==> src/rtl/inst_prefetch_queue_pkg.sv <==
// Shared fetch types for the instruction prefetch queue.
// Types holds the raw word types; FetchType holds FSM and entry types.
package Types;
  typedef logic [31:0] addr_t;
  typedef logic [31:0] inst_t;
endpackage

package FetchType;
  import Types::*;

  typedef enum logic [1:0] {
    REQ     = 2'd0,
    WAIT    = 2'd1,
    DISCARD = 2'd2
  } fetch_state_t;

  typedef struct packed {
    addr_t pc;
    inst_t inst;
  } fetch_entry_t;

  localparam addr_t INST_BYTES = 32'd4;

  function automatic addr_t align_pc(input addr_t a);
    return {a[31:2], 2'b00};
  endfunction
endpackage

==> src/rtl/inst_prefetch_queue_fifo.sv <==
// Circular buffer of fetched {pc, inst} entries.
// Flush empties the queue and outranks push and pop.
module inst_fifo
  import Types::*;
  import FetchType::*;
#(
  parameter int unsigned DEPTH = 4
) (
  input  logic                     clk,
  input  logic                     rst,
  input  logic                     push,
  input  logic                     pop,
  input  logic                     flush,
  input  fetch_entry_t             wdata,
  output fetch_entry_t             rdata,
  output logic                     full,
  output logic                     empty,
  output logic [$clog2(DEPTH):0]   count
);

  localparam int unsigned AW = $clog2(DEPTH);

  fetch_entry_t r_mem [DEPTH];
  logic [AW-1:0] r_wptr;
  logic [AW-1:0] r_rptr;
  logic [AW:0]   r_count;

  // Pointer and occupancy bookkeeping; pointers wrap naturally.
  always_ff @(posedge clk) begin
    if (rst || flush) begin
      r_wptr  <= '0;
      r_rptr  <= '0;
      r_count <= '0;
    end else begin
      if (push) r_wptr <= r_wptr + 1'b1;
      if (pop)  r_rptr <= r_rptr + 1'b1;
      r_count <= r_count + (AW+1)'(push)
                         - (AW+1)'(pop);
    end
  end

  // Entry storage; contents need no reset.
  always_ff @(posedge clk) begin
    if (push && !flush && !rst)
      r_mem[r_wptr] <= wdata;
  end

  assign rdata = r_mem[r_rptr];
  assign count = r_count;
  assign full  = (r_count == (AW+1)'(DEPTH));
  assign empty = (r_count == '0);

endmodule

==> src/rtl/inst_prefetch_queue.sv <==
// Instruction prefetch queue: fetch FSM, fetch_pc and an entry FIFO.
// Optional macro FETCH_BYPASS_EN forwards a response into an empty queue.
module inst_prefetch_queue
  import Types::*;
  import FetchType::*;
#(
  parameter addr_t       RESET_PC = 32'h0000_0000,
  parameter int unsigned DEPTH    = 4
) (
  input  logic  clk,
  input  logic  rst,
  input  logic  redirect,
  input  addr_t redirect_pc,
  output logic  mem_req_valid,
  output addr_t mem_req_addr,
  input  logic  mem_req_ready,
  input  logic  mem_resp_valid,
  input  inst_t mem_resp_data,
  output logic  inst_valid,
  output inst_t inst,
  output addr_t inst_pc,
  input  logic  inst_ready
);

  localparam int unsigned AW = $clog2(DEPTH);

  fetch_state_t r_state;
  fetch_state_t w_state_nxt;
  addr_t        r_fetch_pc;
  addr_t        w_pc_nxt;

  logic         w_resp_take;
  logic         w_bypass;
  logic         w_push;
  logic         w_pop;
  logic         w_full;
  logic         w_empty;
  logic [AW:0]  w_count;
  fetch_entry_t w_wdata;
  fetch_entry_t w_rdata;

  // State and fetch address registers.
  always_ff @(posedge clk) begin
    if (rst) begin
      r_state    <= REQ;
      r_fetch_pc <= RESET_PC;
    end else begin
      r_state    <= w_state_nxt;
      r_fetch_pc <= w_pc_nxt;
    end
  end

  // Next state, fetch_pc update and memory request.
  always_comb begin
    w_state_nxt   = r_state;
    w_pc_nxt      = r_fetch_pc;
    w_resp_take   = 1'b0;
    mem_req_valid = 1'b0;
    mem_req_addr  = r_fetch_pc;
    unique case (r_state)
      REQ: begin
        mem_req_valid = !w_full && !redirect && !rst;
        if (redirect)
          w_pc_nxt = align_pc(redirect_pc);
        else if (mem_req_valid && mem_req_ready)
          w_state_nxt = WAIT;
      end
      WAIT: begin
        if (redirect) begin
          w_pc_nxt    = align_pc(redirect_pc);
          w_state_nxt = mem_resp_valid ? REQ : DISCARD;
        end else if (mem_resp_valid) begin
          w_resp_take = !rst;
          w_pc_nxt    = r_fetch_pc + INST_BYTES;
          w_state_nxt = REQ;
        end
      end
      DISCARD: begin
        if (redirect)
          w_pc_nxt = align_pc(redirect_pc);
        if (mem_resp_valid)
          w_state_nxt = REQ;
      end
      default: w_state_nxt = REQ;
    endcase
  end

  // Consumer side: head selection, optional bypass, push and pop.
  always_comb begin
    w_wdata    = '{pc: r_fetch_pc, inst: mem_resp_data};
    inst_valid = (w_count != '0) && !redirect && !rst;
    inst       = w_rdata.inst;
    inst_pc    = w_rdata.pc;
    w_bypass   = 1'b0;
`ifdef FETCH_BYPASS_EN
    w_bypass = w_resp_take && w_empty;
    if (w_bypass) begin
      inst_valid = 1'b1;
      inst       = mem_resp_data;
      inst_pc    = r_fetch_pc;
    end
`endif
    w_pop  = inst_valid && inst_ready && !w_empty;
    w_push = w_resp_take && !(w_bypass && inst_ready);
  end

  inst_fifo #(
    .DEPTH (DEPTH)
  ) u_fifo (
    .clk   (clk),
    .rst   (rst),
    .push  (w_push),
    .pop   (w_pop),
    .flush (redirect),
    .wdata (w_wdata),
    .rdata (w_rdata),
    .full  (w_full),
    .empty (w_empty),
    .count (w_count)
  );

endmodule

==> config.mk <==
export PLATFORM = sky130hd
export DESIGN_NAME = inst_prefetch_queue
export DESIGN_NICKNAME = d
export VERILOG_FILES = /design/src/rtl/inst_prefetch_queue_pkg.sv /design/src/rtl/inst_prefetch_queue_fifo.sv /design/src/rtl/inst_prefetch_queue.sv
export SDC_FILE = /design/constraint.sdc
export NUM_CORES = 1
export LEC_CHECK = 0
export CAP_MARGIN = 20
export CORE_AREA = 2 2 163 165
export DETAILED_ROUTE_END_ITERATION = 12
export DIE_AREA = 0 0 165 167
export PLACE_DENSITY = 0.67
export SYNTH_ARGS = -nofsm -noshare
export SYNTH_HDL_FRONTEND = slang
export SYNTH_SLANG_ARGS = --single-unit
export TNS_END_PERCENT = 30
==> constraint.sdc <==
create_clock -name clk -period 4.4 [get_ports clk]
set_clock_uncertainty 0.2 [all_clocks]
set_input_delay 0.88 -clock clk [delete_from_list [all_inputs] [get_ports clk]]
set_output_delay 0.88 -clock clk [all_outputs]
set_load 0.05 [all_outputs]
==> metrics <==
DRT antenna net count 0; maximum vdd drop 0.000235 V; final hold viol count 0; routed wl met3 around 1700 um; post-synthesis sequential area ratio between 70 and 80%; vias in the first global route a little under 7k; Remaining Overflow, GRT 0; Worst-Margin Slew between 900 and 1000 ps; share of cells above drive strength 1 roughly 18%; Max Cap Viol 0; I/O Buffers between 150 and 200; residual DRC count 0; Met1 Wirelength 10,700 um; Filler cells just under 2k; post-layout min period between 3000 and 4000 ps; startpoint types flip-flop; Final Setup Violations 0; layout overhead on the synthesized area 26.8%; First-pass DRT Iterations 7; drt via density ~5.7; cts hold-fix bufs 0; Clock Path Buffers 3; first-pass GRT wire length 38,200 um; Power Dens Cells 400 nW/um^2; post-place setup slack between 700 and 800 ps; Syn Area/Cell 17.8 um^2; num ports ~170; Async SR Flop Fraction 0%; postcts setup bufs 0; Clk pwr share between 40% and 50%; Max H-tree Level 1; GRT Total Usage 17.9%; unrepaired setup endpoints after global routing no; core area 25,800 um^2; post-synth cell types 64; status complete, no violations; cts repair resizes 0; Psw approximately 1.2 mW; Avg WL per Cell between 20 and 25 um; Yosys reg bits approximately 290; Inserted Clock Buffers 29; wire length on met2 11,800 um; largest net degree at the start of global routing 44; detailed router's first-iteration violation count slightly below 700; Worst setup EP type output port; die area ~28,000 um^2; sequential share of power 52.6%; final setup TNS 0 ps; worst min-delay path class reg -> reg; Synth Instances 644; Crit Path Category reg -> out; wirelength, routed about 25,000 um; Worst Path Arrival 2830 ps; number of synthesized flops with an enable pin around 250; DIE HEIGHT around 170 um; clock root buffer clkbuf_16; Synth area leader edfxtp_1; Reg clk slew, reported paths approximately 60 ps; Sw Share 20.9%; initial antenna violation count 0; P_int ~4.6 mW; Pleak about 4.7 nW; CTS tree yes; nets 900; Worst Path Max Fanout 22; Mapped Area between 10,000 and 15,000 um^2; Final Cycle Share about nine tenths; Sink Count 289; DR top layer met4; Clock Latency Late Sink around 530 ps; Synth area leaders edfxtp_1 (65%), mux4_2 (12%), dfxtp_1 (7.2%); area share of the largest cell type after synthesis around 65%; Post-synth top flop edfxtp_1; f_max between 200 and 300 MHz; Placement Rows 59; routed via count approximately 6.7k; Synth warnings 0; Starting Density 44.4%; Final Core Density a little under three fifths; Gate power share ~5%; max-slew violations 0; gp weighted congestion about 0.83; Req. time, crit path 3320 ps; Slew Limit Headroom 36.0%; Antenna Cells 0; PnR worst setup slack between 400 and 500 ps; detailed placer's ending HPWL about 16,000 um; Die X between 150 and 200 um
==> layout make-up <==
type	instances	area, um^2	area share [%]
flip-flops and latches	289	8280	57.1
multi-input cells	311	2990	20.6
repair buffers	183	1820	12.6
clock buffers	35	758	5.23
well taps	335	419	2.89
clock inverters	18	205	1.42
inverters	8	30.0	0.207
==> through the flow <==
| stage | cells | power (mW) | hold WS [ps] | area (um^2) |
|---|---|---|---|---|
| final | 1179 | 5.79 | 347 | 14500 |
| after CTS | 1179 | 5.85 | 343 | 14500 |
| after floorplan | 647 | 3.24 | 285 | 11500 |
| after detailed placement | 1126 | 3.39 | 322 | 13500 |
| after global placement | 1126 | 3.38 | 301 | 13500 |
| after global routing | 1179 | 5.98 | 380 | 14500 |
==> state kept, by name, summed over array words and instances (netlist names), named ones only <==
signal         count
u_fifo.r_wptr      2
u_fifo.r_mem     248
u_fifo.r_rptr      2
u_fifo.count       3
mem_req_addr      30
r_state            2
==> cell families (layout without fill, tap and decap cells) <==
| group | count (synthesis) | count (layout) | share of synthesized area, % |
|---|---|---|---|
| XOR/XNOR | 5 | 5 | 0.383 |
| multiplexers | 66 | 66 | 12.6 |
| buffers and inverters | 47 | 244 | 1.82 |
| AO/OA/AOI/OAI | 95 | 95 | 5.58 |
| adder cells (fa/ha/maj) | 8 | 8 | 0.941 |
| flip-flops | 289 | 289 | 72.3 |
| other | 1 | 4 | 0.0328 |
| AND/OR/NAND/NOR | 133 | 133 | 6.38 |
==> cell usage in the layout, fill, tap and decap left out, types with 4 or more instances in the layout <==
master	instances
a22oi_1	4
bufinv_16	4
buf_12	4
clkbuf_1	5
xnor2_1	4
nand2_1	27
and2_4	4
conb_1	4
nand4_1	6
a31oi_1	8
and2_1	4
edfxtp_1	248
a211oi_1	11
clkinv_2	7
mux4_2	62
a21oi_1	26
ha_1	7
inv_1	8
nand3_1	16
nor3_1	8
o21ai_0	14
nor2_1	31
dfxtp_1	39
and3_1	5
clkdlybuf4s50_1	159
buf_4	20
clkbuf_16	29
==> cells in the mapped netlist, types with 11 or more instances <==
| cell | count |
|---|---|
| a211oi_1 | 11 |
| a21oi_1 | 26 |
| clkbuf_1 | 24 |
| dfxtp_1 | 41 |
| edfxtp_1 | 248 |
| mux4_2 | 62 |
| nand2_1 | 27 |
| nand3_1 | 16 |
| nor2_1 | 31 |
| o21ai_0 | 14 |
==> worst paths after layout <==
path                                  startpoint               end  slack, ps  cells after the start
worst min register to register  u_fifo.r_rptr[1]  u_fifo.r_rptr[1]        350                      2
worst max register to register        r_state[0]   u_fifo.count[2]       1570                     10
worst min-delay path            u_fifo.r_rptr[1]  u_fifo.r_rptr[1]        350                      2
worst max-delay path                   flip-flop       inst_pc[18]        490                      3
==> routing by layer <==
metal / vias to the layer above / global-route usage, %
li1: 2972 / -
met1: 3358 / 25.1
met2: 289 / 29.2
met3: 43 / 2.94
met4: 0 / 4.57
met5: - / 0
==> critical path, cell delays in order, from the launching register on <==
cell	delay, ps
dfxtp_4	670
buf_4	360
mux4_2	530
clkdlybuf4s50_1	730
==> power groups by stage <==
stage / Sequential, mW / Clock (mW) / Combinational, mW
2_1_floorplan: 3.15 / 0 / 0.0881
3_3_place_gp: 3.10 / 0 / 0.281
3_5_place_dp: 3.11 / 0 / 0.286
4_1_cts: 3.05 / 2.52 / 0.287
5_1_grt: 3.05 / 2.62 / 0.304
6_report: 3.05 / 2.46 / 0.288
(Power assumes the default switching activity.)
